File: src/rtl/fpu_arbiter.sv
// fpu_arbiter: round-robin arbiter sharing one combinational FPU between two requesters.
// Latency: accept to rsp_valid is LATENCY+1 cycles for a legal rounding mode, 1 cycle for an illegal one.
// Backpressure: one operation in flight; req_ready only in IDLE, and a response holds until rsp_ready[grantee].
//
// Ports: clk/rst (synchronous, active-high); req_valid/req_ready plus the packed per-requester
// operands req_a/b/c and req_frm; fpu_a/b/c/rm go to the shared FPU, and fpu_o/fpu_flags
// come back from it; rsp_valid/rsp_ready/rsp_o/rsp_flags carry the response; fflags_clr/fflags
// give sticky exception flags.
// Optional feature: define STICKY_FLAGS_EN to build the sticky flag register. Without it,
// fflags is tied to 0 and fflags_clr is ignored.
module fpu_arbiter #(
    parameter int LATENCY = 2          // legal range 1..4
) (
    input  logic        clk,
    input  logic        rst,
    input  logic [1:0]  req_valid,
    output logic [1:0]  req_ready,
    input  logic [63:0] req_a,
    input  logic [63:0] req_b,
    input  logic [63:0] req_c,
    input  logic [5:0]  req_frm,
    output logic [31:0] fpu_a,
    output logic [31:0] fpu_b,
    output logic [31:0] fpu_c,
    output logic [4:0]  fpu_rm,
    input  logic [31:0] fpu_o,
    input  logic [4:0]  fpu_flags,
    output logic [1:0]  rsp_valid,
    input  logic [1:0]  rsp_ready,
    output logic [31:0] rsp_o,
    output logic [4:0]  rsp_flags,
    input  logic        fflags_clr,
    output logic [4:0]  fflags
);

    typedef enum logic [1:0] {IDLE, BUSY, RESP} state_t;

    state_t      state_q, state_d;
    logic [1:0]  cnt_q, cnt_d;
    logic        last_q, last_d;     // requester granted most recently
    logic        id_q, id_d;         // requester owning the op in flight
    logic [31:0] a_q, a_d, b_q, b_d, c_q, c_d;
    logic [4:0]  rm_q, rm_d;
    logic [31:0] res_q, res_d;
    logic [4:0]  flg_q, flg_d;

    logic        grant;
    logic [31:0] sel_a, sel_b, sel_c;
    logic [2:0]  sel_frm;
    logic [4:0]  rm_dec;
    logic        frm_illegal;
    logic        accept;
    logic        rsp_hs;

    // With both requesting, alternate away from the last grantee; with one, take it.
    // With none the value is irrelevant because req_ready is masked by req_valid.
    assign grant   = (req_valid == 2'b11) ? ~last_q : req_valid[1];
    assign sel_a   = grant ? req_a[63:32] : req_a[31:0];
    assign sel_b   = grant ? req_b[63:32] : req_b[31:0];
    assign sel_c   = grant ? req_c[63:32] : req_c[31:0];
    assign sel_frm = grant ? req_frm[5:3] : req_frm[2:0];

    // One-hot rounding mode ordered {RTZ,RTN,RTP,RNA,RNE}.
    always_comb begin
        rm_dec      = 5'b00000;
        frm_illegal = 1'b0;
        case (sel_frm)
            3'd0:    rm_dec = 5'b00001;
            3'd1:    rm_dec = 5'b10000;
            3'd2:    rm_dec = 5'b01000;
            3'd3:    rm_dec = 5'b00100;
            3'd4:    rm_dec = 5'b00010;
            default: frm_illegal = 1'b1;
        endcase
    end

    assign req_ready = (state_q == IDLE && !rst) ? ((grant ? 2'b10 : 2'b01) & req_valid) : 2'b00;
    assign accept    = |(req_valid & req_ready);
    assign rsp_hs    = (state_q == RESP) && rsp_ready[id_q];

    always_comb begin
        state_d = state_q;
        cnt_d   = cnt_q;
        last_d  = last_q;
        id_d    = id_q;
        a_d     = a_q;
        b_d     = b_q;
        c_d     = c_q;
        rm_d    = rm_q;
        res_d   = res_q;
        flg_d   = flg_q;
        case (state_q)
            IDLE: begin
                if (accept) begin
                    id_d   = grant;
                    last_d = grant;
                    a_d    = sel_a;
                    b_d    = sel_b;
                    c_d    = sel_c;
                    rm_d   = rm_dec;
                    if (frm_illegal) begin
                        // Canonical quiet NaN with invalid-operation; the FPU is never driven.
                        res_d   = 32'h7fc0_0000;
                        flg_d   = 5'b10000;
                        state_d = RESP;
                    end else begin
                        cnt_d   = 2'(LATENCY - 1);
                        state_d = BUSY;
                    end
                end
            end
            BUSY: begin
                if (cnt_q == 2'd0) begin
                    res_d   = fpu_o;
                    flg_d   = fpu_flags;
                    state_d = RESP;
                end else begin
                    cnt_d = cnt_q - 2'd1;
                end
            end
            RESP: begin
                if (rsp_hs) begin
                    state_d = IDLE;
                end
            end
            default: state_d = IDLE;
        endcase
    end

    always_ff @(posedge clk) begin
        if (rst) begin
            state_q <= IDLE;
            cnt_q   <= 2'd0;
            last_q  <= 1'b1;     // requester 0 wins the first tie
            id_q    <= 1'b0;
            a_q     <= 32'd0;
            b_q     <= 32'd0;
            c_q     <= 32'd0;
            rm_q    <= 5'b00001;
            res_q   <= 32'd0;
            flg_q   <= 5'd0;
        end else begin
            state_q <= state_d;
            cnt_q   <= cnt_d;
            last_q  <= last_d;
            id_q    <= id_d;
            a_q     <= a_d;
            b_q     <= b_d;
            c_q     <= c_d;
            rm_q    <= rm_d;
            res_q   <= res_d;
            flg_q   <= flg_d;
        end
    end

    // The FPU sees the operands only while BUSY, and neutral values at all other times.
    assign fpu_a  = (state_q == BUSY) ? a_q  : 32'd0;
    assign fpu_b  = (state_q == BUSY) ? b_q  : 32'd0;
    assign fpu_c  = (state_q == BUSY) ? c_q  : 32'd0;
    assign fpu_rm = (state_q == BUSY) ? rm_q : 5'b00001;

    assign rsp_valid = (state_q == RESP) ? (id_q ? 2'b10 : 2'b01) : 2'b00;
    assign rsp_o     = (state_q == RESP) ? res_q : 32'd0;
    assign rsp_flags = (state_q == RESP) ? flg_q : 5'd0;

`ifdef STICKY_FLAGS_EN
    logic [4:0] fflags_q, fflags_d;

    // A clear and a handshake in the same cycle both apply: the new flags survive the clear.
    assign fflags_d = (fflags_clr ? 5'd0 : fflags_q) | (rsp_hs ? flg_q : 5'd0);

    always_ff @(posedge clk) begin
        if (rst) begin
            fflags_q <= 5'd0;
        end else begin
            fflags_q <= fflags_d;
        end
    end

    assign fflags = fflags_q;
`else
    logic unused_fflags_clr;
    assign unused_fflags_clr = fflags_clr;
    assign fflags            = 5'd0;
`endif

endmodule

File: config.mk
export PLATFORM = sky130hd
export DESIGN_NAME = fpu_arbiter
export DESIGN_NICKNAME = d
export VERILOG_FILES = /design/src/rtl/fpu_arbiter.sv
export SDC_FILE = /design/constraint.sdc
export NUM_CORES = 1
export LEC_CHECK = 0
export BUFFER_PORTS_ARGS = -buffer_cell sky130_fd_sc_hd__clkbuf_2
export CORE_AREA = 3 3 149 151
export DETAILED_ROUTE_END_ITERATION = 10
export DIE_AREA = 0 0 152 154
export SLEW_MARGIN = 20
export SYNTH_ARGS = -nofsm -noshare
export SYNTH_HDL_FRONTEND = slang
export SYNTH_SLANG_ARGS = --single-unit
File: constraint.sdc
create_clock -name clk -period 1.85 [get_ports clk]
set_input_delay 0.0925 -clock clk [delete_from_list [all_inputs] [get_ports clk]]
set_output_delay 0.0925 -clock clk [all_outputs]
set_load 0.03 [all_outputs]
; ---- Word level (Yosys, flattened, before mapping)
; Cells that the tools add are included.
[totals]
ff_bits = 144
latchBits = 0
mem_bits_rw = 0
romBits = 0
input_bits = 242
out_inout_bits = 147
word_cells = 76
mem_count = 0
[classes]
addsub = 1
multipliers = 0
div = 0
n_lt_le_gt_ge = 1
n_eq_ne = 13
n_shift = 0
mux = 35
n_bitwise = 3
n_reduce_logical = 13
[ops]
columns = cell, count
row1 = 2-to-1 mux 32 bit, 10
row2 = case mux 32 bit (2 select lines), 1
row3 = 2-to-1 mux 5 bit, 5
row4 = case mux 5 bit (5 select lines), 1
row5 = 2-to-1 mux 2 bit, 11
row6 = inequality test 2 bit (second input constant), 6
row7 = case mux 5 bit (2 select lines), 1
row8 = AND reduction 4 bit, 2
row9 = == test 3 x 2 -> 1 bit (second input constant), 2
row10 = case mux 2 bit (3 select lines), 1
row11 = OR reduction 5 bit, 1
row12 = bitwise AND 2 bit, 2
row13 = == test 2 bit (second input constant), 2
row14 = logical NOT 2 bit, 2
row15 = case mux 2 bit (2 select lines), 1
row16 = == test 3 x 1 -> 1 bit (second input constant), 1
row17 = == test 3 bit (second input constant), 1
row18 = logical NOT 3 bit, 1
row19 = 2-to-1 mux 1 bit, 3
row20 = 2-to-1 mux 3 bit, 1
row21 = AND reduction 3 bit, 1
row22 = == test 2 x 1 -> 1 bit (second input constant), 1
row23 = logical AND 1 bit, 2
row24 = < comparator 1 x 2 -> 1 bit (second input constant), 1
row25 = other kinds (6), 6

; ---- Longest topological paths before layout
; Gate-level depths: netlist (run 1).
[logic_depth]
word_depth = 9
depth_mapped = 8
depth_no_buf = 6

; ---- Worst setup path after synthesis (run 1)
; OpenSTA, ideal clock, no wires.
[synth_path]
path_kind = register -> output
from = register state_q[0]
to = output port fpu_a[10]
arrival_time_ns = 1.439
required_time_ns = 1.757
slack_ns = 0.319
stages_incl_launch_ff = 6
n_path_buf = 3
path_cell_list = dfxtp_1 -> buf_6 -> nor2b_1 -> clkbuf_1 -> clkbuf_1 -> and2_1
[synth_via]
elab_chain_cells = 2
[synth_rtl]
columns = element, line
row1 = from (decl), 38  ; state_t state_q, state_d;
row2 = from (signal assigned), 143  ; state_q <= state_d;
row3 = == test 2 x 1 -> 1 bit, 157  ; assign fpu_a = (state_q == BUSY) ? a_q : 32'd0;
row4 = 2-to-1 mux 32 bit, 157
row5 = to (decl), 22  ; output logic [31:0] fpu_a,
; No other way between the ends.

; ---- Final worst setup path (run 1)
[layout_path]
from = register state_q[1]
to = output port fpu_c[11]
[layout_via]
elab_chain_cells = 2
[layout_rtl]
columns = element, line
row1 = == test 2 x 1 -> 1 bit, 159  ; assign fpu_c = (state_q == BUSY) ? c_q : 32'd0;
row2 = 2-to-1 mux 32 bit, 159
row3 = to (decl), 24  ; output logic [31:0] fpu_c,
; No other way between the ends.

==> results of run 1 <==
[metal layers]
layer | track usage (%) | part of all wire (%)
met5 | 0 | 0
met4 | 10.2 | 4.0
met3 | 6.67 | 7.8
met2 | 41.3 | 48
met1 | 26.9 | 40
[per-stage QoR]
step                instances  power [mW]  hold WS (ns)  utilization, %
floorplan                 864        4.59         0.218               -
global placement         1456        5.18         0.303            43.6
detailed placement       1456        5.20         0.307            43.6
CTS                      1725        9.29        0.0237            58.1
global route             1731        9.76        0.0695            59.0
finish                   1731        9.29        0.0500            59.0
[power groups by stage]
| stage | registers (mW) | clock network (mW) | logic [mW] |
|---|---|---|---|
| after floorplan | 3.54 | 0 | 1.05 |
| after global placement | 3.58 | 0 | 1.60 |
| after detailed placement | 3.59 | 0 | 1.61 |
| after CTS | 3.52 | 3.71 | 2.07 |
| after global routing | 3.56 | 3.85 | 2.36 |
| final | 3.52 | 3.61 | 2.16 |
[worst paths after layout]
check,startpoint,cells past startpoint,slack [ns],to
setup reg to reg,last_q,5,0.10,res_q[28]
setup / recovery,state_q[1],5,0.05,fpu_c[11]
hold / removal,req_frm[3],3,0.05,rm_q[3]
hold reg to reg,rm_q[4],2,0.46,rm_q[4]
[critical path, stage by stage (launching register included)]
cell      delay [ns]
dfxtp_4         0.38
nor2b_4         0.19
buf_12          0.16
buf_12          0.19
and2_1          0.16
clkbuf_2        0.20
[repair_timing]
action                                  4_1_cts  5_1_grt
hold endpoints to repair                    136        0
pin swaps                                     1        2
cloned                                        3        4
resized for setup                            10       86
hold buffers                                232        0
endpoints found under the setup margin       85      109
buffers inserted                              2        2
[final cells by class]
cell class                      count  share of cell area [%]
Sequential cell                   144                    23.3
Clock inverter                     15                    1.49
Clock buffer                       17                    3.44
Tap cell                          275                    2.78
Multi-Input combinational cell    628                    29.9
Inverter                            4                   0.121
Timing Repair Buffer              648                    39.0
[sequential cells by signal, summed over array words and instances (netlist names)]
name     count
last_q       1
cnt_q        2
flg_q        5
c_q         32
rm_q         5
a_q         32
id_q         1
b_q         32
state_q      2
res_q       32
[cell usage in the layout, fill, tap and decap left out, types with 5 or more instances in the layout]
| master | Yosys | layout |
|---|---|---|
| dlygate4sd3_1 | 0 | 232 |
| clkbuf_16 | 0 | 20 |
| and2_1 | 139 | 139 |
| a311oi_1 | 96 | 95 |
| inv_8 | 0 | 5 |
| nor2_1 | 105 | 104 |
| dfxtp_1 | 144 | 143 |
| buf_12 | 0 | 11 |
| clkbuf_4 | 0 | 18 |
| buf_2 | 21 | 36 |
| inv_6 | 0 | 5 |
| nand2_1 | 201 | 201 |
| a32o_1 | 28 | 28 |
| clkbuf_2 | 0 | 324 |
| conb_1 | 1 | 5 |
| o221a_2 | 10 | 10 |
| a21oi_1 | 7 | 6 |
| buf_4 | 7 | 17 |
[cell families (layout without fill, tap and decap cells)]
group / after synthesis / count (layout) / share of synthesized area, %
and+or+nand+nor: 461 / 461 / 30.5
buffers and inverters: 92 / 684 / 6.68
other: 1 / 5 / 0.0538
AOI/OAI and AO/OA: 156 / 156 / 20.3
DFF: 144 / 144 / 41.4
muxes: 5 / 5 / 0.916
adders and majority gates: 1 / 1 / 0.180
==> run metrics, run 1 <==
final setup skew=0.0121 ns; setup TNS=0 ns; register area share after synthesis=41.4%; synthesized instance count=860; IO Port Bufs=382; Synth Cell Area=6970 um^2; fin area=12400 um^2; most common cell in the netlist=nand2_1; I/O Pins=389; Core ar.=21000 um^2; pwr dens=751 nW/um^2; type of the worst min-delay path=in2reg; Seq pwr share=37.9%; measured slew at the worst slew-check pin=0.777 ns; Synth Warn #=0; DP Wirelength=16700 um; share of Yosys cell area claimed by the top area cell type=41.4%; Max Cap Viol=0; synth cell count leaders=201 x nand2_1, 144 x dfxtp_1, 139 x and2_1; layout cells sized above 1=32.6%; multi-input logic area=3690 um^2; DIE AREA=23400 um^2; area growth from synthesis to layout=77.5%; setup ws final=0.0459 ns; net switching power=2.78 mW; Sw Ratio=30.0%; pre-CTS setup slack=0.0874 ns; CTS root buf=clkbuf_16; remaining global-route overflow=0; kind of critical path=reg2out; initial antenna violation count=2; cell taking the most area after synthesis=dfxtp_1; vias in the first global route=8821; leakage=5.75 nW; Antenna Nets Post-Route=0; clk slew on worst S/H paths=0.07 ns; Synth Flop Type=dfxtp_1; CP arrival=1.71 ns; crit-path max FO=25; first-pass GRT wire length=45400 um; TritonCTS Buffers=17; Int Power=6.51 mW; CTS tree=done; starting DRC count in detailed routing=445; die height=154 um; Setup violations, final=0; CP Capture Type=primary output; final worst path period share=97.5%; register area=2890 um^2; syn avg cell area=8.10 um^2; Comb power frac=23.2%; number of flops mapped to enable cells by yosys=0; WL per Instance=17.0 um; GP Congestion=0.828; CP Data Required Time=1.76 ns; worst vdd ir=0.611 mV; FF+latch count, synth=144; placed cell area=9130 um^2; # clock sinks=144; WL final=29400 um; largest net degree at the start of global routing=61; Slew HR=47.6%; fillers=1768; Synth area leaders=dfxtp_1 41%, and2_1 12%, a311oi_1 12%; Slew Viols, Final=0; ANT cells=0; status=complete, no violations; Vias/cell=4.95; Clock Latency Late Sink=0.42 ns; Clk network pwr share=38.9%; Die W=152 um; Critical Path Source Type=flop; Initial DRT Pass Iterations=5; Synth async-reset ratio=0%; Max H-tree Level=4; Yosys cell types=41; Min Clock Period, post-route=1.80 ns; # DRC=0; Initial Utilization=33.2%; Nets=1686; Clock Path Buffers=2; GRT Total Usage=23.6%; via count=8564; Fin. Hold Viols=0; Max Clk Rate=554 MHz; std cell rows=53
No activity file was read; power rests on OpenSTA's default activity.
==> run 2: changes to the inputs <==
Settings changed: CELL_PAD_IN_SITES_DETAIL_PLACEMENT from default to 1, CELL_PAD_IN_SITES_GLOBAL_PLACEMENT from default to 2, CORE_AREA 3 3 149 151 to default, CORE_ASPECT_RATIO from default to 0.7, CORE_MARGIN from default to 3, CORE_UTILIZATION from default to 23, DIE_AREA 0 0 152 154 to default, PLACE_DENSITY_LB_ADDON from default to 0.1.
==> run metrics, run 2 (same netlist as run 1, synthesis figures left out) <==
status=complete, no violations; # clock sinks=144; std cell rows=52; critical path's top delay family=buffers and inverters; kind of critical path=reg2out; Nets=1703; area growth from synthesis to layout=104%; most common cell after layout, fill and taps aside=clkbuf_2; Setup violations, final=0; die height=152 um; Initial DRT Pass Iterations=4; Clock Path Buffers=2; clk slew on worst S/H paths=0.06 ns; TritonCTS Buffers=17; Util after Layout=48.5%; initial antenna violation count=1; final worst path period share=98.9%; first-pass GRT wire length=53000 um; fillers=3346; CTS root buf=clkbuf_16; leakage=6.31 nW; CTS tree=done; Fin. Hold Viols=0; IO Port Bufs=382; pre-CTS setup slack=0.223 ns; Max H-tree Level=4; CP Data Required Time=1.76 ns; DIE AREA=32400 um^2; DP Wirelength=21000 um; most frequent CP cell=buf_6; cells along the critical path=buf_6 > clkinvlp_4 > nor2_4 > buf_6 > clkbuf_16 > and2_4 > buf_6; Hold WS=0.0439 ns; crit-path max cell delay=0.34 ns; measured slew at the worst slew-check pin=0.767 ns; crit-path max FO=5; Antenna Nets Post-Route=0; Vias/cell=4.60; RSZ-0062 raised after global routing=true; # DRC=0; Max Clk Rate=547 MHz; most frequent cells in the layout=241 x clkbuf_2, 231 x dlygate4sd3_1, 201 x nand2_1; Slew Viols, Final=0; Initial Utilization=23.7%; Min Clock Period, post-route=1.83 ns; I/O Pins=389; Max Cap Viol=0; largest net degree at the start of global routing=65; ANT cells=0; CP max stage cell=dfxtp_2; Core ar.=29300 um^2; WP buf/inv=5; via count=8647; setup ws final=0.0208 ns; WL final=37200 um; type of the worst min-delay path=in2reg; GRT Total Usage=21.0%; remaining global-route overflow=0; starting DRC count in detailed routing=320; worst vdd ir=0.416 mV; final setup skew=0.00918 ns; CP arrival=1.74 ns; vias in the first global route=9054; WL per Instance=19.8 um; GP Congestion=0.731; layout cells sized above 1=40.8%; Die W=214 um; pwr dens=693 nW/um^2; Clock Latency Late Sink=0.44 ns; Critical Path Source Type=flop; CP Capture Type=primary output; Slew HR=48.8%
==> run 2: cell count changes in the layout (fill, tap and decap cells not counted), moves of 18 or more <==
cell and change:
buf_6 +74, and2_1 -111, buf_8 +53, clkbuf_4 -18
buf_2 -35, and2_4 +111, clkbuf_2 -83
==> run 2: what timing repair did <==
item / in CTS / in global routing
endpoints found under the setup margin: 140 / 137
gates cloned: 6 / 12
endpoints found under the hold margin: 134 / 0
gates resized for setup: 206 / 338
setup buffers: 6 / 3
hold buffers: 231 / 0
pin swaps: 2 / 60
==> run 2: power by group <==
part / internal, mW / switching (mW) / leakage, nW
sequential: 3.39 / 0.147 / 1.19
combinational: 1.28 / 1.23 / 4.82
clock: 2.30 / 1.50 / 0.300
==> run 2: routing by layer <==
layer / wire length, um / share of wire [%] / GRT usage [%]
met1: 16500 / 44 / 26.3
met2: 18100 / 49 / 35.8
met3: 1880 / 5.1 / 5.34
met4: 718 / 1.9 / 6.32
met5: 7 / 0.019 / 0
==> run 2: worst paths after layout <==
kind	cells after the start	startpoint	slack (ns)	end
worst max-delay path	7	state_q[1]	0.02	rsp_o[10]
worst min-delay path	3	req_frm[0]	0.04	rm_q[3]
worst max register to register	8	state_q[1]	0.18	res_q[14]
worst min register to register	2	rm_q[4]	0.47	rm_q[4]
==> run 2: area by class of cell <==
type	instances	area (um^2)	share of cell area, %
clock buffers	19	443	3.11
repair buffers	665	6230	43.8
well taps	405	507	3.56
clock inverters	13	184	1.29
multi-input cells	628	3950	27.8
inverters	4	18.8	0.132
flip-flops and latches	144	2890	20.3
==> run 2: worst reg2reg max path: stages (launching register included) <==
cell	delay [ns]
dfxtp_2	0.33
buf_6	0.13
nor2b_4	0.17
buf_12	0.18
buf_4	0.12
nand2_1	0.09
nor2_2	0.10
buf_4	0.31
a32o_1	0.20
==> run 2: stage by stage <==
stage / TNS (ns) / std cells / area, um^2 / total power [mW]
after floorplan: 0 / 864 / 6980 / 4.59
after global placement: 0 / 1588 / 9350 / 5.26
after detailed placement: 0 / 1588 / 9350 / 5.27
after CTS: -0.700 / 1863 / 13300 / 9.74
after global routing: -3.20 / 1878 / 14200 / 10.4
final: 0 / 1878 / 14200 / 9.85
